$ cat config.mk
export PLATFORM = sky130hd
export DESIGN_NAME = mem_bus_ctrl
export DESIGN_NICKNAME = d
export VERILOG_FILES = /design/src/rtl/mem_bus_pkg.sv /design/src/rtl/mem_lane_codec.sv /design/src/rtl/mem_bus_ctrl.sv
export SDC_FILE = /design/constraint.sdc
export NUM_CORES = 1
export LEC_CHECK = 0
export CAP_MARGIN = 20
export CORE_MARGIN = 5
export CORE_UTILIZATION = 24
export CTS_BUF_LIST = sky130_fd_sc_hd__clkbuf_4 sky130_fd_sc_hd__clkbuf_8
export DETAILED_ROUTE_END_ITERATION = 16
export GPL_TIMING_DRIVEN = 0
export RECOVER_POWER = 50
export SLEW_MARGIN = 25
export SYNTH_ARGS = -nofsm -noshare
export SYNTH_HDL_FRONTEND = slang
export SYNTH_SLANG_ARGS = --single-unit
export TNS_END_PERCENT = 100
$ cat constraint.sdc
create_clock -name clk -period 1.8 [get_ports clk]
set_input_delay 0.36 -clock clk [delete_from_list [all_inputs] [get_ports clk]]
set_output_delay 0.36 -clock clk [all_outputs]
set_load 0.01 [all_outputs]
$ cat src/rtl/mem_bus_pkg.sv
// mem_bus_pkg: shared FSM states, access-size codes and default bank map for the memory bus controller
package mem_bus_pkg;
  typedef enum logic [1:0] {IDLE, ACCESS, DONE, ERROR} state_t;
  localparam logic [1:0] SZ_WORD = 2'd0;
  localparam logic [1:0] SZ_HALF = 2'd1;
  localparam logic [1:0] SZ_BYTE = 2'd2;
  localparam logic [1:0] SZ_ILL = 2'd3;
  localparam int DEF_NBANKS = 3;
  localparam int DEF_PHYS_W = 13;
  localparam logic [DEF_NBANKS*32-1:0] DEF_BANK_BASE = {32'h7FFF0000, 32'h7FFE0000, 32'h10010000};
  localparam logic [DEF_NBANKS*4-1:0] DEF_BANK_WAIT = {4'd0, 4'd2, 4'd0};
endpackage

$ cat src/rtl/mem_lane_codec.sv
// mem_lane_codec: little-endian byte-lane encode for stores, lane extract and extend for loads
module mem_lane_codec
  import mem_bus_pkg::*;
(
  input  logic [1:0]  size,
  input  logic [1:0]  offset,
  input  logic        zext,
  input  logic [31:0] storeData,
  input  logic [31:0] loadWord,
  output logic [3:0]  laneMask,
  output logic [31:0] storeRep,
  output logic [31:0] loadVal
);
  logic [15:0] halfSel;
  logic [7:0]  byteSel;
  always_comb begin
    halfSel = offset[1] ? loadWord[31:16] : loadWord[15:0];
    byteSel = loadWord[{offset, 3'b000} +: 8];
    laneMask = size == SZ_WORD ? 4'b1111 : size == SZ_HALF ? (offset[1] ? 4'b1100 : 4'b0011) : 4'b0001 << offset;
    storeRep = size == SZ_WORD ? storeData : size == SZ_HALF ? {2{storeData[15:0]}} : {4{storeData[7:0]}};
    loadVal = size == SZ_WORD ? loadWord :
              size == SZ_HALF ? {{16{~zext & halfSel[15]}}, halfSel} : {{24{~zext & byteSel[7]}}, byteSel};
  end
endmodule

$ cat src/rtl/mem_bus_ctrl.sv
// mem_bus_ctrl: maps CPU loads/stores onto memory-mapped banks with per-bank wait states
// and a sticky fault state for unmapped or misaligned accesses.
module mem_bus_ctrl
  import mem_bus_pkg::*;
#(
  parameter int NBANKS = DEF_NBANKS,
  parameter int PHYS_W = DEF_PHYS_W,
  parameter logic [NBANKS*32-1:0] BANK_BASE = DEF_BANK_BASE,
  parameter logic [NBANKS*4-1:0]  BANK_WAIT = DEF_BANK_WAIT
) (
  input  logic                 clk,
  input  logic                 rst,
  input  logic                 cpu_req,
  input  logic                 cpu_we,
  input  logic [31:0]          cpu_addr,
  input  logic [31:0]          cpu_wdata,
  input  logic [1:0]           cpu_size,
  input  logic                 cpu_zext,
  output logic [31:0]          cpu_rdata,
  output logic                 cpu_ready,
  output logic                 cpu_stall,
  output logic                 cpu_err,
  output logic [31:0]          err_addr,
  input  logic                 err_clr,
  output logic [NBANKS-1:0]    bank_en,
  output logic [3:0]           bank_we,
  output logic [PHYS_W-3:0]    bank_addr,
  output logic [31:0]          bank_wdata,
  input  logic [NBANKS*32-1:0] bank_rdata
);
  localparam int BW = NBANKS > 1 ? $clog2(NBANKS) : 1;
  state_t state, nextState;
  logic [PHYS_W-1:0] addrQ;
  logic [31:0] wdataQ, loadVal;
  logic [1:0] sizeQ;
  logic weQ, zextQ, hit, legal, lastAccess;
  logic [BW-1:0] bankQ, hitBank;
  logic [3:0] waitCnt, laneMask;
  // Descending scan so the lowest-numbered bank wins when windows overlap
  always_comb begin
    hit = 1'b0;
    hitBank = '0;
    for (int b = NBANKS - 1; b >= 0; b--)
      if (cpu_addr[31:PHYS_W] == BANK_BASE[b*32+PHYS_W +: 32-PHYS_W]) begin
        hit = 1'b1;
        hitBank = BW'(b);
      end
    legal = hit && cpu_size != SZ_ILL && !(cpu_size == SZ_WORD && cpu_addr[1:0] != 2'b00)
            && !(cpu_size == SZ_HALF && cpu_addr[0]);
  end
  assign lastAccess = state == ACCESS && waitCnt == 4'd0;
  assign bank_addr = addrQ[PHYS_W-1:2];
  always_ff @(posedge clk or negedge rst)
    if (!rst) state <= IDLE;
    else state <= nextState;
  always_comb begin
    nextState = state;
    cpu_ready = state == DONE;
    cpu_err = state == ERROR;
    cpu_stall = cpu_err | (cpu_req & ~cpu_ready);
    bank_en = state == ACCESS ? NBANKS'(1) << bankQ : '0;
    bank_we = lastAccess && weQ ? laneMask : 4'b0000;
    case (state)
      IDLE:    nextState = cpu_req ? (legal ? ACCESS : ERROR) : IDLE;
      ACCESS:  nextState = waitCnt == 4'd0 ? DONE : ACCESS;
      DONE:    nextState = IDLE;
      ERROR:   nextState = err_clr ? IDLE : ERROR;
      default: nextState = IDLE;
    endcase
  end
  always_ff @(posedge clk or negedge rst) begin
    if (!rst) begin
      addrQ <= '0;
      wdataQ <= '0;
      sizeQ <= SZ_WORD;
      weQ <= 1'b0;
      zextQ <= 1'b0;
      bankQ <= '0;
      waitCnt <= '0;
      err_addr <= '0;
      cpu_rdata <= '0;
    end else begin
      if (state == IDLE && cpu_req && legal) begin
        addrQ <= cpu_addr[PHYS_W-1:0];
        wdataQ <= cpu_wdata;
        sizeQ <= cpu_size;
        weQ <= cpu_we;
        zextQ <= cpu_zext;
        bankQ <= hitBank;
        waitCnt <= BANK_WAIT[hitBank*4 +: 4];
      end else if (state == ACCESS && waitCnt != 4'd0)
        waitCnt <= waitCnt - 4'd1;
      if (state == IDLE && cpu_req && !legal) err_addr <= cpu_addr;
      if (lastAccess) cpu_rdata <= loadVal;
    end
  end
  mem_lane_codec codec (
    .size(sizeQ),
    .offset(addrQ[1:0]),
    .zext(zextQ),
    .storeData(wdataQ),
    .loadWord(bank_rdata[bankQ*32 +: 32]),
    .laneMask(laneMask),
    .storeRep(bank_wdata),
    .loadVal(loadVal)
  );
endmodule

==> flow_summary.ini <==
[power]
intPower_w = 0.00722
power.total_w = 0.0109
p_comb_frac = 0.424
swShare = 0.335
pwr-share-clk = 0.212
peakVddDrop_mv = 0.570
p_switching_w = 0.00364
pwr-share-seq = 0.364
power_density_nw_per_um2 = 859
p_leak_nw = 5.70

[cells_and_area]
drive_gt1_frac = 0.424
area_growth_pct = 93.8
fin_area_um2 = 12600
nets = 1178
n_fill_cell = 2487
utilization = 0.471

[global_route]
grt-busiest-layer = met2
antenna_found_initial = 4
met1_usage = 0.224
grt_first_pass_wirelength_um = 43500
grt_start_max_net_pins = 73
grtUsageTotal = 0.185
use_met3 = 0.0682
grt_pass1_vias = 7122
gr-usage-met2 = 0.311
grt-ovfl-total = 0

[clock_tree]
path_clk_slew_ps = 80
clockBufferDepth = 2
clock_latency_ps = 440
clock_sinks = 121
numCtsBuffers = 17
tritoncts = built
htree_levels = 4
root_buffer = clkbuf_8

[synth]
syn_area_um2 = 6530
synth_area_leaders = dfrtp_1 (46%), mux2_2 (7.9%), mux2_1 (7.6%), mux2i_1 (5.7%), nand2_1 (3.3%)
synth_nets = 772
syn_inst = 603
synth_area_leader_cell = dfrtp_1
netlist.area_leader.share = 0.464
synth-seq-cells = 121
synth-edff-count = 0
ys_top_cells_by_count = dfrtp_1 (121), nand2_1 (57), nor2_1 (51), mux2_2 (46), mux2_1 (44)
synthArstFlopShare = 1.00
ys_warn_count = 0
synth_ff_type = dfrtp_1
seq_area_frac_synth = 0.464
avgSynthCellArea_um2 = 10.8
synth.most_common_cell = dfrtp_1
synth_cell_type_count = 56

[placement]
post-place-ws_ps = -1210
gp_congestion = 0.819
hpwl_um = 19700
dpl-instance-area_um2 = 9910
portBuffers = 284

[die]
fp.dieH_um = 175
core_area_um2 = 26900
start_util = 0.243
die_area_um2 = 30600
dieWidth_um = 175
row_count = 60
ios = 285

[timing]
fin_ws_ps = -496
max_freq_mhz = 435
slew_headroom = 0.475
finalSetupViolCount = 73
drv_slew = 0
tightestPinTransition_ps = 788
hold_viol = 0
grt_setup_unrepaired = yes
skew_ps = 15.6
period_needed_ps = 2300
fin_crit_sh = 1.28

[drt]
drt_iter0_drc = 251
via_per_inst = 4.78
wire_per_inst_um = 21.2
wl_um = 29000
vias = 6532
drtAntennaViolNets = 0
drc = 0
dr.pass1.iters = 6

[worst_hold_path]
hold_class = input port to flop

[worst_setup_path]
crit_required_ps = 1440
crit_path_end_kind = output port
path_max_fanout = 3
start_kind = flop
arrival_ps = 1940
critical_path_class = flop to output port

[run_status]
status = complete, but fails checks
violations = setup timing

[flow_run]
drv_cap = 0
layout make-up:
class / instances / area [um2] / share of cell area
Multi-Input combinational cell: 413 / 4150 / 0.328
Timing Repair Buffer: 391 / 3910 / 0.309
Sequential cell: 121 / 3040 / 0.240
Buffer: 55 / 723 / 0.0572
Tap cell: 341 / 427 / 0.0337
Clock buffer: 19 / 255 / 0.0202
Clock inverter: 13 / 98.8 / 0.00782
Inverter: 10 / 37.5 / 0.00297
Antenna cell: 3 / 7.51 / 0.000594
metrics by stage:
step,hold slack [ps],setup TNS (ps),cells
after global placement,463,-721490,1228
after floorplan,64.4,-96.2,603
after global routing,202,-21340,1365
final,229,-14390,1366
after detailed placement,309,-128440,1229
after CTS,290,-17540,1349
logic make-up after synthesis:
kind of cell / share of synthesized area
buf+inv: 0.0552
xor+xnor: 0.00403
flops: 0.464
compound gates: 0.151
simple gates: 0.112
fa+ha+maj: 0.00192
mux: 0.212
registers in the layout (all words and copies together) (netlist names):
register,count
addrQ,13
bankQ,2
cpu_rdata,32
err_addr,32
sizeQ,2
state,2
waitCnt,4
wdataQ,32
weQ,1
zextQ,1
placed cells by master (no fill, tap or decap), types with 7 or more instances in the layout:
cell / netlist / routed
o22ai_1: 11 / 9
dfrtp_1: 121 / 115
buf_8: 0 / 10
nand2_1: 57 / 25
buf_12: 0 / 17
mux2_4: 0 / 11
buf_4: 21 / 81
inv_1: 9 / 7
nand2_4: 0 / 14
buf_6: 1 / 46
mux2_2: 46 / 37
dlygate4sd2_1: 0 / 39
o211ai_1: 14 / 14
mux2i_1: 37 / 20
mux2_1: 44 / 42
o2bb2ai_2: 1 / 8
o31ai_2: 10 / 12
nor2_2: 0 / 11
dlymetal6s2s_1: 0 / 10
clkbuf_8: 0 / 21
a21o_1: 9 / 9
clkbuf_16: 0 / 9
o2bb2ai_4: 0 / 9
o21a_1: 10 / 10
buf_2: 12 / 16
clkdlybuf4s50_1: 0 / 198
nor2_4: 0 / 10
nand2_2: 0 / 18
nor2_1: 51 / 30
mux2i_4: 0 / 12
critical path, stage by stage, from the launching register on:
cell,delay (ps)
dfrtp_1,400
inv_2,80
ha_4,130
nor4b_4,250
clkbuf_8,200
buf_8,100
nand3_4,70
a21oi_2,110
buf_2,140
final timing paths:
check | cells after the start | endpoint | from | slack [ps]
setup reg to reg | 7 | cpu_rdata[7] | bankQ[1] | -240
setup / recovery | 8 | bank_we[0] | waitCnt[0] | -500
min in group asynchronous | 2 | state[0] | rst | 570
hold / removal | 2 | err_addr[13] | cpu_addr[13] | 230
hold reg to reg | 2 | cpu_rdata[20] | cpu_rdata[20] | 490
max in group asynchronous | 3 | wdataQ[23] | rst | 210
power by group through the flow:
stage          combinational (W)  sequential (W)  clock (W)
2_1_floorplan            0.00139         0.00430          0
3_3_place_gp             0.00413         0.00397          0
3_5_place_dp             0.00417         0.00399          0
4_1_cts                  0.00454         0.00395    0.00238
5_1_grt                  0.00492         0.00405    0.00251
6_report                 0.00460         0.00395    0.00231
routing by layer:
layer | up-vias | part of all wire
met5 | - | 0.00045
met4 | 2 | 0.020
met3 | 34 | 0.089
met2 | 284 | 0.48
met1 | 3210 | 0.41
li1 | 3002 | -
what timing repair did:
item | 4_1_cts | 5_1_grt
buffers inserted | 101 | 20
pin swaps | 73 | 67
setup endpoints to repair | 174 | 146
cloned | 8 | 1
hold buffers | 1 | 0
resized for setup | 430 | 133
hold endpoints to repair | 49 | 0
No activity file was read; power rests on OpenSTA's default activity.
